**src/rtl/seqdet_serializer.sv**
```systemverilog
// ---------------------------------------------------------------------------
// seqdet_serializer
//
// Parallel-to-serial front end for the 1101 sequence detectors. WIDTH-bit
// words arrive over a valid/ready handshake and leave one bit per enabled
// clock on o_bit, qualified by o_bit_valid. Consecutive words stream with no
// gap cycle between them.
//
// Parameters:
//   WIDTH      word width in bits (>= 2)
//   MSB_FIRST  1: bit WIDTH-1 leaves first; 0: bit 0 leaves first
//
// Ports:
//   clk          rising-edge clock
//   reset_n      asynchronous active-low reset
//   i_valid      input word valid
//   i_data       input word, captured only on a handshake
//   o_ready      serializer can accept a word this cycle
//   i_en         bit strobe; one bit advances per cycle with i_en=1
//   o_bit        current serial bit
//   o_bit_valid  o_bit is consumed this cycle (busy && i_en)
//   o_busy       a word is in flight
//
// Build option:
//   SER_PARITY_EN  when defined, each word is followed by one even-parity bit
//                  (XOR of the captured word) sent from an extra PAR state.
// ---------------------------------------------------------------------------
module seqdet_serializer #(
  parameter int WIDTH     = 8,
  parameter bit MSB_FIRST = 1'b1
) (
  input  logic             clk,
  input  logic             reset_n,
  input  logic             i_valid,
  input  logic [WIDTH-1:0] i_data,
  output logic             o_ready,
  input  logic             i_en,
  output logic             o_bit,
  output logic             o_bit_valid,
  output logic             o_busy
);

  localparam int CW = $clog2(WIDTH + 1);
  localparam logic [CW-1:0] LAST_CNT = CW'(WIDTH - 1);

`ifdef SER_PARITY_EN
  typedef enum logic [1:0] {IDLE = 2'd0, SHIFT = 2'd1, PAR = 2'd2} state_t;
`else
  typedef enum logic [1:0] {IDLE = 2'd0, SHIFT = 2'd1} state_t;
`endif

  state_t           state_q, state_d;
  logic [WIDTH-1:0] shift_q, shift_d;
  logic [CW-1:0]    cnt_q, cnt_d;
  logic [WIDTH-1:0] shifted;
  logic             ready;
  logic             bitOut;
`ifdef SER_PARITY_EN
  logic             parity_q, parity_d;
`endif

  // The outgoing bit always sits at one end of the register, so advancing
  // means shifting toward that end and filling the other end with zero.
  assign shifted = MSB_FIRST ? {shift_q[WIDTH-2:0], 1'b0}
                             : {1'b0, shift_q[WIDTH-1:1]};

  // State register; reset abandons any word in flight.
  always_ff @(posedge clk or negedge reset_n) begin
    if (!reset_n) begin
      state_q  <= IDLE;
      shift_q  <= '0;
      cnt_q    <= '0;
`ifdef SER_PARITY_EN
      parity_q <= 1'b0;
`endif
    end else begin
      state_q  <= state_d;
      shift_q  <= shift_d;
      cnt_q    <= cnt_d;
`ifdef SER_PARITY_EN
      parity_q <= parity_d;
`endif
    end
  end

  // Next-state and output logic. o_ready is raised in the cycle whose edge
  // retires the final bit of the current word, so a waiting word loads on
  // that same edge and its first bit follows with no gap. o_ready never
  // looks at i_valid, which keeps the handshake free of combinational loops.
  always_comb begin
    state_d  = state_q;
    shift_d  = shift_q;
    cnt_d    = cnt_q;
`ifdef SER_PARITY_EN
    parity_d = parity_q;
`endif
    ready    = 1'b0;
    bitOut   = 1'b0;

    case (state_q)
      IDLE: begin
        ready = 1'b1;
      end
      SHIFT: begin
        bitOut = MSB_FIRST ? shift_q[WIDTH-1] : shift_q[0];
        if (i_en) begin
          shift_d = shifted;
          if (cnt_q == LAST_CNT) begin
`ifdef SER_PARITY_EN
            state_d = PAR;
            cnt_d   = cnt_q + CW'(1);
`else
            ready   = 1'b1;
            state_d = IDLE;
            cnt_d   = '0;
`endif
          end else begin
            cnt_d = cnt_q + CW'(1);
          end
        end
      end
`ifdef SER_PARITY_EN
      PAR: begin
        bitOut = parity_q;
        if (i_en) begin
          ready   = 1'b1;
          state_d = IDLE;
          cnt_d   = '0;
        end
      end
`endif
      default: begin
        state_d = IDLE;
      end
    endcase

    // A handshake overrides whatever the word-end path chose above.
    if (i_valid && ready) begin
      state_d  = SHIFT;
      shift_d  = i_data;
      cnt_d    = '0;
`ifdef SER_PARITY_EN
      parity_d = ^i_data;
`endif
    end
  end

  assign o_ready     = ready;
  assign o_bit       = bitOut;
  assign o_busy      = (state_q != IDLE);
  assign o_bit_valid = o_busy && i_en;

endmodule
```
**config.mk**
```make
export PLATFORM = sky130hd
export DESIGN_NAME = seqdet_serializer
export DESIGN_NICKNAME = d
export VERILOG_FILES = /design/src/rtl/seqdet_serializer.sv
export SDC_FILE = /design/constraint.sdc
export NUM_CORES = 1
export LEC_CHECK = 0
export CAP_MARGIN = 25
export CORE_MARGIN = 2
export CORE_UTILIZATION = 25
export CTS_CLUSTER_SIZE = 12
export DETAILED_ROUTE_END_ITERATION = 7
export PLACE_DENSITY = 0.45
export REMOVE_ABC_BUFFERS = 1
export SLEW_MARGIN = 20
export SYNTH_ARGS = -nofsm -noshare
export SYNTH_HDL_FRONTEND = slang
export SYNTH_SLANG_ARGS = --single-unit
```
**constraint.sdc**
```tcl
create_clock -name clk -period 3.85 [get_ports clk]
set_input_delay 0.385 -clock clk [delete_from_list [all_inputs] [get_ports clk]]
set_output_delay 0.385 -clock clk [all_outputs]
set_load 0.05 [all_outputs]
```
=== Yosys cells after proc, flatten, opt, wreduce, memory -nomap -nowiden ===
Index checks and enable logic that the tools add are counted.

* Register bits after elaboration: 14
* Input bits: 12
* Logic and storage cells: 32

* Add/sub/neg operators: 1
* Eq/ne operators: 5
* Reductions and logical operators: 8
* Multiplexer cells: 15

{| class="wikitable"
|+ Operators with widths
! kind !! count
|-
| $mux 8 || 3
|-
| $mux 4 || 4
|-
| $mux 2 || 3
|-
| $ne 3x3->1 const B || 2
|-
| $reduce_bool 2->1 || 3
|-
| $add 4x1->4 const B || 1
|-
| $eq 4x3->1 const B || 1
|-
| $pmux 2 s2 || 1
|-
| $mux 1 || 3
|-
| $reduce_and 3->1 || 1
|-
| $eq 2x1->1 const B || 1
|-
| $logic_and 1x1->1 || 2
|-
| $logic_not 2->1 || 1
|-
| $ne 2x2->1 const B || 1
|-
| $pmux 1 s2 || 1
|-
| $reduce_and 2->1 || 1
|}

=== Logic depth before layout (Yosys ltp) ===
Gate-level depths: netlist (run 1).

* Word-level depth: 7
* Mapped depth: 4

=== Worst setup path after synthesis (run 1) ===
OpenSTA, ideal clock, no wires.

* Path type: flip-flop to output port
* Start: reg state_q[0]
* End: out o_bit
* Arrival time: 1379 ps
* Path buffers: 1
* Stages on the path, launching flop included: 3
* Slack: 2086 ps
* Path through: dfrtp_1 buf_2 and2_1

* Word-level cells in the longest chain between the ends: 2

{| class="wikitable"
|+ Ends and longest elaborated chain
! what !! line !! text
|-
| start: declaration || 52 || <nowiki>state_t state_q, state_d;</nowiki>
|-
| start signal: assignment || 77 || <nowiki>state_q <= state_d;</nowiki>
|-
| $eq 2x1->1 || 100 || <nowiki>case (state_q)</nowiki>
|-
| $mux 1 || 100 ||
|-
| end: declaration || 38 || <nowiki>output logic o_bit,</nowiki>
|}

Every way passes these cells.

=== Worst setup path in the final report (run 1) ===
* Start: in i_en
* End: out o_ready

* Word-level cells in the longest chain between the ends: 2

{| class="wikitable"
|+ Ends and longest elaborated chain
! what !! line !! text
|-
| start: declaration || 37 || <nowiki>input logic i_en,</nowiki>
|-
| $mux 1 || 106 || <nowiki>if (i_en) begin</nowiki>
|-
| $pmux 1 s2 || 100 ||
|-
| end: declaration || 36 || <nowiki>output logic o_ready,</nowiki>
|}

Every way passes these cells.

==> results.sh, run 1 <==
export IMPL_synth_yosys_seq_area_share_pct=50.3
export IMPL_outcome="finished, final reports clean"
export IMPL_die_w_um=54.9
export IMPL_die_area_um2=3010
export IMPL_placed_cell_area_um2=830
export IMPL_core_region_area_um2=2450
export IMPL_synth_cell_types=24
export IMPL_track_usage_pct=12.0
export IMPL_gr_total_overflow=0
export IMPL_reg2reg_depth=4
export IMPL_cp_startpoint="i_en"
export IMPL_yosysWarnings=0
export IMPL_cp_endpoint="o_ready"
export IMPL_hold_viol=0
export IMPL_worstMarginPinSlew_ps=641
export IMPL_startpoint_type="input pin"
export IMPL_dpl_hpwl_mm=1.03
export IMPL_critPathKind="in -> out"
export IMPL_timing_fmax_mhz=401
export IMPL_setup_viol=0
export IMPL_cp_arrival_ps=2110
export IMPL_grt_max_degree=14
export IMPL_cap_violations=0
export IMPL_syn2layout_area_growth_pct=32.3
export IMPL_final_nets=90
export IMPL_antenna_found_initial=0
export IMPL_setup_ws_ps=1350
export IMPL_slew_headroom_pct=57.1
export IMPL_drc=0
export IMPL_viasPerCell=4.88
export IMPL_place_ws_ps=1360
export IMPL_stdcell_count=106
export IMPL_rows=18
export IMPL_fin_area_um2=856
export IMPL_multi_input_area_um2=309
export IMPL_maxSlewViolCount=0
export IMPL_hold_class="in -> async"
export IMPL_gp_congestion=0.674
export IMPL_yosysTopAreaCell="dfrtp_1"
export IMPL_dr_first_iter_drc_count=7
export IMPL_critPathMaxFanout=7
export IMPL_power_leakage_nw=0.378
export IMPL_timing_rr_end="shift_q[4]"
export IMPL_syn_mean_instance_area_um2=11.2
export IMPL_ctsResizeCount=0
export IMPL_grt_pass1_wl_mm=2.42
export IMPL_io_buffer_count=15
export IMPL_rsz0062_at_grt="no"
export IMPL_drive_gt1_share_pct=9.21
export IMPL_finalClockSkew_ps=3.86
export IMPL_synthCells=58
export IMPL_synth_top_area_share_pct=50.3
export IMPL_postCtsHoldBufs=0
export IMPL_first_pass_iters=3
export IMPL_fin_crit_ps=2500
export IMPL_cts_max_level=1
export IMPL_cts_buffers=3
export IMPL_rr_startpoint="cnt_q[0]"
export IMPL_clk_latency_ps=280
export IMPL_period_share_pct=64.8
export IMPL_tns_ps=0
export IMPL_pwr_density_cell_nw_per_um2=593
export IMPL_wl_mm=1.46
export IMPL_cts_tree="yes"
export IMPL_r2r_setup_slack_ps=2260
export IMPL_yosys_top_cells_area="dfrtp_1 50%, a221o_1 11%, and2_1 7.7%, o311a_4 3.3%, nand2_1 2.9%"
export IMPL_cp_data_required_time_ps=3460
export IMPL_cts_root_buf="clkbuf_4"
export IMPL_n_fill_cell=268
export IMPL_ff_latch_area_um2=325
export IMPL_post_cts_buffers=0
export IMPL_final_antenna_net_count=0
export IMPL_num_antenna_cells=0
export IMPL_vdd_ir_drop_max_mv=0.222
export IMPL_vias=517
export IMPL_ys_ff_latch=13
export IMPL_cts_sinks=13
export IMPL_synthesis_area_um2=647
export IMPL_io_pins=16
export IMPL_cts_reportedPaths_clkPinSlew_ps=90
export IMPL_wl_per_cell_um=13.8
export IMPL_start_util_pct=26.4
export IMPL_placed_cells=102
export IMPL_first_global_vias=514
export IMPL_worst_setup_path_end_kind="output pin"
export IMPL_cts_path_max_buffers=2
export IMPL_die_h_um=54.9
synth_stat cells:
cell type,n
ha_1,1
and2_1,8
o311a_4,1
nor2_1,2
nor3b_1,1
a221o_1,7
inv_1,1
xnor2_1,1
a22o_1,1
nand2_2,1
mux2i_1,1
nand3_1,2
dfrtp_1,13
nand2_1,5
o31ai_1,2
nand4b_1,1
a21oi_2,1
nand4_1,1
or4b_1,1
a21o_1,1
inv_2,1
o21ai_0,3
buf_2,1
nor2b_1,1
stage by stage:
stage | util (%) | hold slack (ps) | power [mW]
CTS | 34.9 | 504 | 0.517
global placement | 33.8 | 484 | 0.424
detailed placement | 33.8 | 490 | 0.425
global route | 34.9 | 535 | 0.555
finish | 34.9 | 496 | 0.508
floorplan | - | 89.4 | 0.361
flip-flops by register name, indices dropped and copies added, names as in the netlist:
| name | count |
|---|---|
| shift_q | 8 |
| cnt_q | 4 |
| state_q | 1 |
layout by cell type (no fill, tap or decap):
| cell | n |
|---|---|
| or4b_1 | 1 |
| a21o_1 | 1 |
| mux2i_1 | 1 |
| dfrtp_1 | 13 |
| nor3b_1 | 1 |
| nor2_1 | 2 |
| nand3_1 | 2 |
| nor2b_1 | 1 |
| nand4_1 | 1 |
| clkbuf_4 | 3 |
| and2_1 | 8 |
| clkdlybuf4s50_1 | 15 |
| a21oi_2 | 1 |
| o31ai_1 | 2 |
| a221o_1 | 7 |
| nand2_2 | 1 |
| xnor2_1 | 1 |
| inv_2 | 1 |
| clkbuf_1 | 1 |
| o21ai_0 | 3 |
| nand4b_1 | 1 |
| ha_1 | 1 |
| nand2_1 | 5 |
| inv_1 | 1 |
| o311a_4 | 1 |
| a22o_1 | 1 |
worst max-delay path, stage by stage:
cell and delay (ps):
clkdlybuf4s50_1 610, nand4b_1 180, nand2_1 120, clkdlybuf4s50_1 810
layout make-up:
class / instances / share of cell area, %
clock buffer: 4 / 3.07
inverter: 2 / 0.877
multi-input combinational: 42 / 36.1
sequential: 13 / 38.0
tap: 30 / 4.39
timing repair buffer: 15 / 17.5
power by group:
| group | switching (mW) | leakage (nW) | internal, mW |
|---|---|---|---|
| clock | 0.0472 | 0.0150 | 0.0402 |
| combinational | 0.0909 | 0.196 | 0.0956 |
| sequential | 0.0453 | 0.167 | 0.189 |
| total | 0.183 | 0.378 | 0.324 |
worst min-delay path by stage:
stage,startpoint,endpoint,depth (start not counted)
5_1_grt,shift_q[4],shift_q[5],1
3_3_place_gp,shift_q[5],shift_q[6],1
2_1_floorplan,reset_n,cnt_q[0],0
4_1_cts,shift_q[4],shift_q[5],1
6_report,reset_n,shift_q[1],1
3_5_place_dp,shift_q[5],shift_q[6],1
logic make-up after synthesis:
family | after synthesis | synth area share, %
mux | 1 | 1.55
flops | 13 | 50.3
xor+xnor | 1 | 1.35
buf+inv | 3 | 1.93
simple gates | 23 | 20.3
compound gates | 16 | 22.6
fa+ha+maj | 1 | 1.93
metal layers:
layer  global-route usage, %  routed length [µm]  up-vias
met5                       0                   0        -
met4                    3.75                  17        0
met3                    5.19                  83        4
met2                    18.7                 630       12
met1                    14.8                 729      248
li1                        -                   -      253
(Power assumes the default switching activity.)
==> run 2, diff against run 1 <==
==> constraint.sdc (replaced) <==
create_clock -name clk -period 2.4 [get_ports clk]
set_input_delay 0.24 -clock clk [delete_from_list [all_inputs] [get_ports clk]]
set_output_delay 0.24 -clock clk [all_outputs]
set_load 0.05 [all_outputs]
==> run 2 against run 1 <==
Final cell count unchanged. Clock power increased by 56%. Total power increased by 58%. Clock skew increased by 1.9 ps. Flip-flop and latch count unchanged. Global-route usage decreased by 1.0 points. Combinational power increased by 60%. Wire length decreased by 6.1%. Register-to-register slack got worse by 1400 ps. Via count decreased by 0.39%. Non-clock buffer count unchanged. Critical path type is now reg -> out. Largest power group unchanged. Highest routed layer is now met3.
==> results.sh, run 2 (synthesized netlist as in run 1, its figures left out) <==
export IMPL_outcome="finished, final reports clean"
export IMPL_fin_crit_ps=2090
export IMPL_cts_reportedPaths_clkPinSlew_ps=80
export IMPL_cap_violations=0
export IMPL_final_antenna_net_count=0
export IMPL_post_cts_buffers=0
export IMPL_setup_viol=0
export IMPL_p_clk_share_pct=17.0
export IMPL_timing_rr_end="shift_q[3]"
export IMPL_cp_arrival_ps=1850
export IMPL_p_switching_mw=0.285
export IMPL_start_util_pct=26.4
export IMPL_die_area_um2=3010
export IMPL_vias=515
export IMPL_clk_latency_ps=270
export IMPL_pwr_density_cell_nw_per_um2=944
export IMPL_sequentialPowerShare_pct=46.1
export IMPL_grt_pass1_wl_mm=2.26
export IMPL_critical_path_top_delay_family="buffers and inverters"
export IMPL_num_antenna_cells=0
export IMPL_setup_ws_ps=305
export IMPL_io_pins=16
export IMPL_power_leakage_nw=0.380
export IMPL_final_cell_mix="13 x dfrtp_1, 13 x clkdlybuf4s50_1, 8 x and2_1"
export IMPL_reg_top3="shift_q: 8 flops, cnt_q: 4 flops, state_q: 1 flops"
export IMPL_gr_total_overflow=0
export IMPL_largest_reg_flops=8
export IMPL_postCtsHoldBufs=0
export IMPL_rows=18
export IMPL_r2r_setup_slack_ps=820
export IMPL_drive_gt1_share_pct=11.8
export IMPL_cts_root_buf="clkbuf_4"
export IMPL_die_h_um=54.9
export IMPL_slew_headroom_pct=59.3
export IMPL_antenna_found_initial=0
export IMPL_timing_fmax_mhz=477
export IMPL_cts_buffers=3
export IMPL_reg2reg_depth=4
export IMPL_cp_data_required_time_ps=2160
export IMPL_die_w_um=54.9
export IMPL_hold_viol=0
export IMPL_path_cells="and2_1 -> clkdlybuf4s50_1"
export IMPL_cts_sinks=13
export IMPL_cts_path_max_buffers=2
export IMPL_place_ws_ps=589
export IMPL_finalClockSkew_ps=5.78
export IMPL_first_pass_iters=2
export IMPL_intPower_mw=0.518
export IMPL_cts_max_level=1
export IMPL_critPathKind="reg -> out"
export IMPL_wl_per_cell_um=12.9
export IMPL_worstMarginPinSlew_ps=609
export IMPL_placed_cell_area_um2=825
export IMPL_syn2layout_area_growth_pct=31.5
export IMPL_startpoint_type="register"
export IMPL_cp_slowest_cell="clkdlybuf4s50_1"
export IMPL_drc=0
export IMPL_rr_startpoint="cnt_q[0]"
export IMPL_combinationalPowerShare_pct=36.9
export IMPL_wl_mm=1.37
export IMPL_io_buffer_count=15
export IMPL_tns_ps=0
export IMPL_largest_register="shift_q"
export IMPL_gp_congestion=0.688
export IMPL_ctsResizeCount=0
export IMPL_max_stage_delay_ps=790
export IMPL_critPathMaxFanout=13
export IMPL_hold_class="in -> async"
export IMPL_rsz0062_at_grt="no"
export IMPL_period_share_pct=87.3
export IMPL_grt_max_degree=14
export IMPL_vdd_ir_drop_max_mv=0.319
export IMPL_core_region_area_um2=2450
export IMPL_final_nets=90
export IMPL_worst_path_buf_inv=1
export IMPL_switching_share_pct=35.5
export IMPL_dpl_hpwl_um=944
export IMPL_maxSlewViolCount=0
export IMPL_track_usage_pct=10.9
export IMPL_viasPerCell=4.86
export IMPL_worst_setup_path_end_kind="output pin"
export IMPL_cts_tree="yes"
export IMPL_dr_first_iter_drc_count=4
export IMPL_fin_area_um2=851
export IMPL_first_global_vias=497
-- run 2: cell count changes in the layout (fill, tap and decap cells not counted), sizes merged --
cell,delta
buf,+2
clkdlybuf4s50,-2
-- run 2: worst max-delay path by stage --
stage,depth (start not counted),to,start
after floorplan,3,shift_q[1],state_q[0]
after global placement,2,o_bit,state_q[0]
after CTS,2,o_bit,state_q[0]
final,2,o_bit,state_q[0]
after detailed placement,2,o_bit,state_q[0]
after global routing,2,o_bit,state_q[0]
-- run 2: worst register-to-register path, stage by stage (launching register included) --
cell and delay [ps]:
dfrtp_1 400, ha_1 260, nand2_2 100, o311a_4 360, a221o_1 360
-- run 2: final cells by class --
class                      instances  area [µm²]
clock buffer                       4        26.3
fill                             265        1600
inverter                           2        7.51
multi-input combinational         42         309
sequential                        13         325
tap                               30        37.5
timing repair buffer              15         145
-- run 2: power by group through the flow --
stage,Sequential [mW],Clock [mW],Combinational [mW]
finish,0.370,0.136,0.297
global route,0.384,0.157,0.328
CTS,0.371,0.148,0.301
detailed placement,0.375,0,0.298
global placement,0.378,0,0.303
floorplan,0.363,0,0.216
-- run 2: metrics by stage --
stage               hold WS [ps]  util (%)  cells  power (mW)
floorplan                  -55.6         -     57       0.579
CTS                          379      34.7    106       0.820
global route                 397      34.7    106       0.870
finish                       340      34.7    106       0.803
global placement             490      33.6    102       0.680
detailed placement           486      33.6    102       0.672
-- run 2: metal layers --
| metal | wire length, µm | global-route usage (%) | vias up |
|---|---|---|---|
| met5 | 0 | 0 | - |
| met4 | 0 | 1.25 | 0 |
| met3 | 78 | 5.74 | 0 |
| met2 | 634 | 16.7 | 12 |
| met1 | 659 | 14.0 | 245 |
| li1 | - | - | 258 |
==> run 3, diff against run 2 <==
--- a/config.mk
+++ b/config.mk
@@ -6,7 +6,6 @@
 export NUM_CORES = 1
 export LEC_CHECK = 0
 export CAP_MARGIN = 25
-export CORE_MARGIN = 2
 export CORE_UTILIZATION = 25
 export CTS_CLUSTER_SIZE = 12
 export DETAILED_ROUTE_END_ITERATION = 7
==> run 3 against run 2 <==
Utilization did not move. Final area unchanged. Total power about the same. Sequential share of layout area stayed put. Maximum frequency increased by 0.54%. Critical path depth unchanged. Non-clock buffer count unchanged. Final cell count did not move. Clock skew fell by 1.7 ps.
==> results.sh, run 3 (synthesized netlist as in run 1, its figures left out) <==
export IMPL_fin_area_um2=851
export IMPL_hold_viol=0
export IMPL_pwr_density_cell_nw_per_um2=944
export IMPL_cap_violations=0
export IMPL_cts_tree="yes"
export IMPL_period_share_pct=86.8
export IMPL_largest_reg_flops=8
export IMPL_vias=510
export IMPL_final_antenna_net_count=0
export IMPL_clk_latency_ps=270
export IMPL_fin_crit_ps=2080
export IMPL_slew_headroom_pct=60.0
export IMPL_cts_reportedPaths_clkPinSlew_ps=80
export IMPL_drc=0
export IMPL_p_clk_share_pct=16.6
export IMPL_first_pass_iters=4
export IMPL_first_global_vias=487
export IMPL_gp_congestion=0.765
export IMPL_power_leakage_nw=0.380
export IMPL_placed_cells=102
export IMPL_io_buffer_count=15
export IMPL_tns_ps=0
export IMPL_finalClockSkew_ps=4.06
export IMPL_cp_data_required_time_ps=2160
export IMPL_critPathMaxFanout=13
export IMPL_sequentialPowerShare_pct=46.1
export IMPL_syn2layout_area_growth_pct=31.5
export IMPL_intPower_mw=0.518
export IMPL_final_cell_mix="13 x dfrtp_1, 13 x clkdlybuf4s50_1, 8 x and2_1"
export IMPL_dpl_hpwl_um=955
export IMPL_postCtsHoldBufs=0
export IMPL_final_nets=90
export IMPL_die_w_um=52.9
export IMPL_startpoint_type="register"
export IMPL_rsz0062_at_grt="no"
export IMPL_start_util_pct=26.4
export IMPL_timing_fmax_mhz=480
export IMPL_combinationalPowerShare_pct=37.2
export IMPL_hold_class="in -> async"
export IMPL_cts_path_max_buffers=2
export IMPL_antenna_found_initial=0
export IMPL_dr_first_iter_drc_count=8
export IMPL_reg_top3="shift_q: 8 flops, cnt_q: 4 flops, state_q: 1 flops"
export IMPL_p_switching_mw=0.286
export IMPL_reg2reg_depth=4
export IMPL_placed_cell_area_um2=825
export IMPL_cts_root_buf="clkbuf_4"
export IMPL_cp_arrival_ps=1840
export IMPL_cts_max_level=1
export IMPL_largest_register="shift_q"
export IMPL_setup_viol=0
export IMPL_worstMarginPinSlew_ps=598
export IMPL_n_fill_cell=255
export IMPL_cts_sinks=13
export IMPL_setup_ws_ps=317
export IMPL_cts_buffers=3
export IMPL_outcome="finished, final reports clean"
export IMPL_maxSlewViolCount=0
export IMPL_wl_per_cell_um=12.7
export IMPL_place_ws_ps=606
export IMPL_viasPerCell=4.81
export IMPL_gr_total_overflow=0
export IMPL_die_area_um2=2790
export IMPL_post_cts_buffers=0
export IMPL_ctsResizeCount=0
export IMPL_stdcell_count=106
export IMPL_rows=18
export IMPL_worst_setup_path_end_kind="output pin"
export IMPL_wl_mm=1.34
export IMPL_grt_pass1_wl_mm=2.27
export IMPL_num_antenna_cells=0
export IMPL_io_pins=16
export IMPL_core_region_area_um2=2450
export IMPL_die_h_um=52.9
export IMPL_grt_max_degree=14
export IMPL_drive_gt1_share_pct=11.8
export IMPL_vdd_ir_drop_max_mv=0.451
export IMPL_track_usage_pct=11.6
export IMPL_critPathKind="reg -> out"
export IMPL_switching_share_pct=35.6
## run 3: cell type report
type / count / area [µm²] / share of cell area, %
multi-input cells: 42 / 309 / 36.3
flip-flops and latches: 13 / 325 / 38.2
repair buffers: 15 / 145 / 17.1
clock buffers: 4 / 26.3 / 3.09
inverters: 2 / 7.51 / 0.882
well taps: 30 / 37.5 / 4.41
## run 3: power groups by stage
stage	combinational, mW	clock, mW	sequential (mW)
detailed placement	0.300	0	0.373
floorplan	0.216	0	0.363
global placement	0.300	0	0.377
finish	0.299	0.133	0.371
CTS	0.303	0.138	0.370
global route	0.331	0.153	0.384
## run 3: path summary, 6_finish.rpt
check	from	slack, ps	to
hold / removal	reset_n	340	cnt_q[1]
hold reg to reg	shift_q[5]	510	shift_q[6]
setup / recovery	state_q[0]	320	o_bit
setup reg to reg	cnt_q[0]	810	shift_q[4]
max in group asynchronous	reset_n	1670	shift_q[7]
min in group clk	shift_q[5]	510	shift_q[6]
## run 3: metal layers
layer	track usage, %	routed length, µm	vias to the layer above
met2	17.5	625	10
met5	0	0	-
met4	6.58	12	0
met1	15.2	645	245
li1	-	-	253
met3	2.59	61	2
## run 3: metrics by stage
stage | hold WS, ps | util (%) | power [mW]
3_3_place_gp | 491 | 33.6 | 0.677
2_1_floorplan | -55.6 | - | 0.579
4_1_cts | 365 | 34.7 | 0.811
6_report | 342 | 34.7 | 0.803
5_1_grt | 402 | 34.7 | 0.868
3_5_place_dp | 485 | 33.6 | 0.673
## run 3: worst max-delay path: stages (launching register included)
cell	delay, ps
dfrtp_1	600
and2_1	190
clkdlybuf4s50_1	790
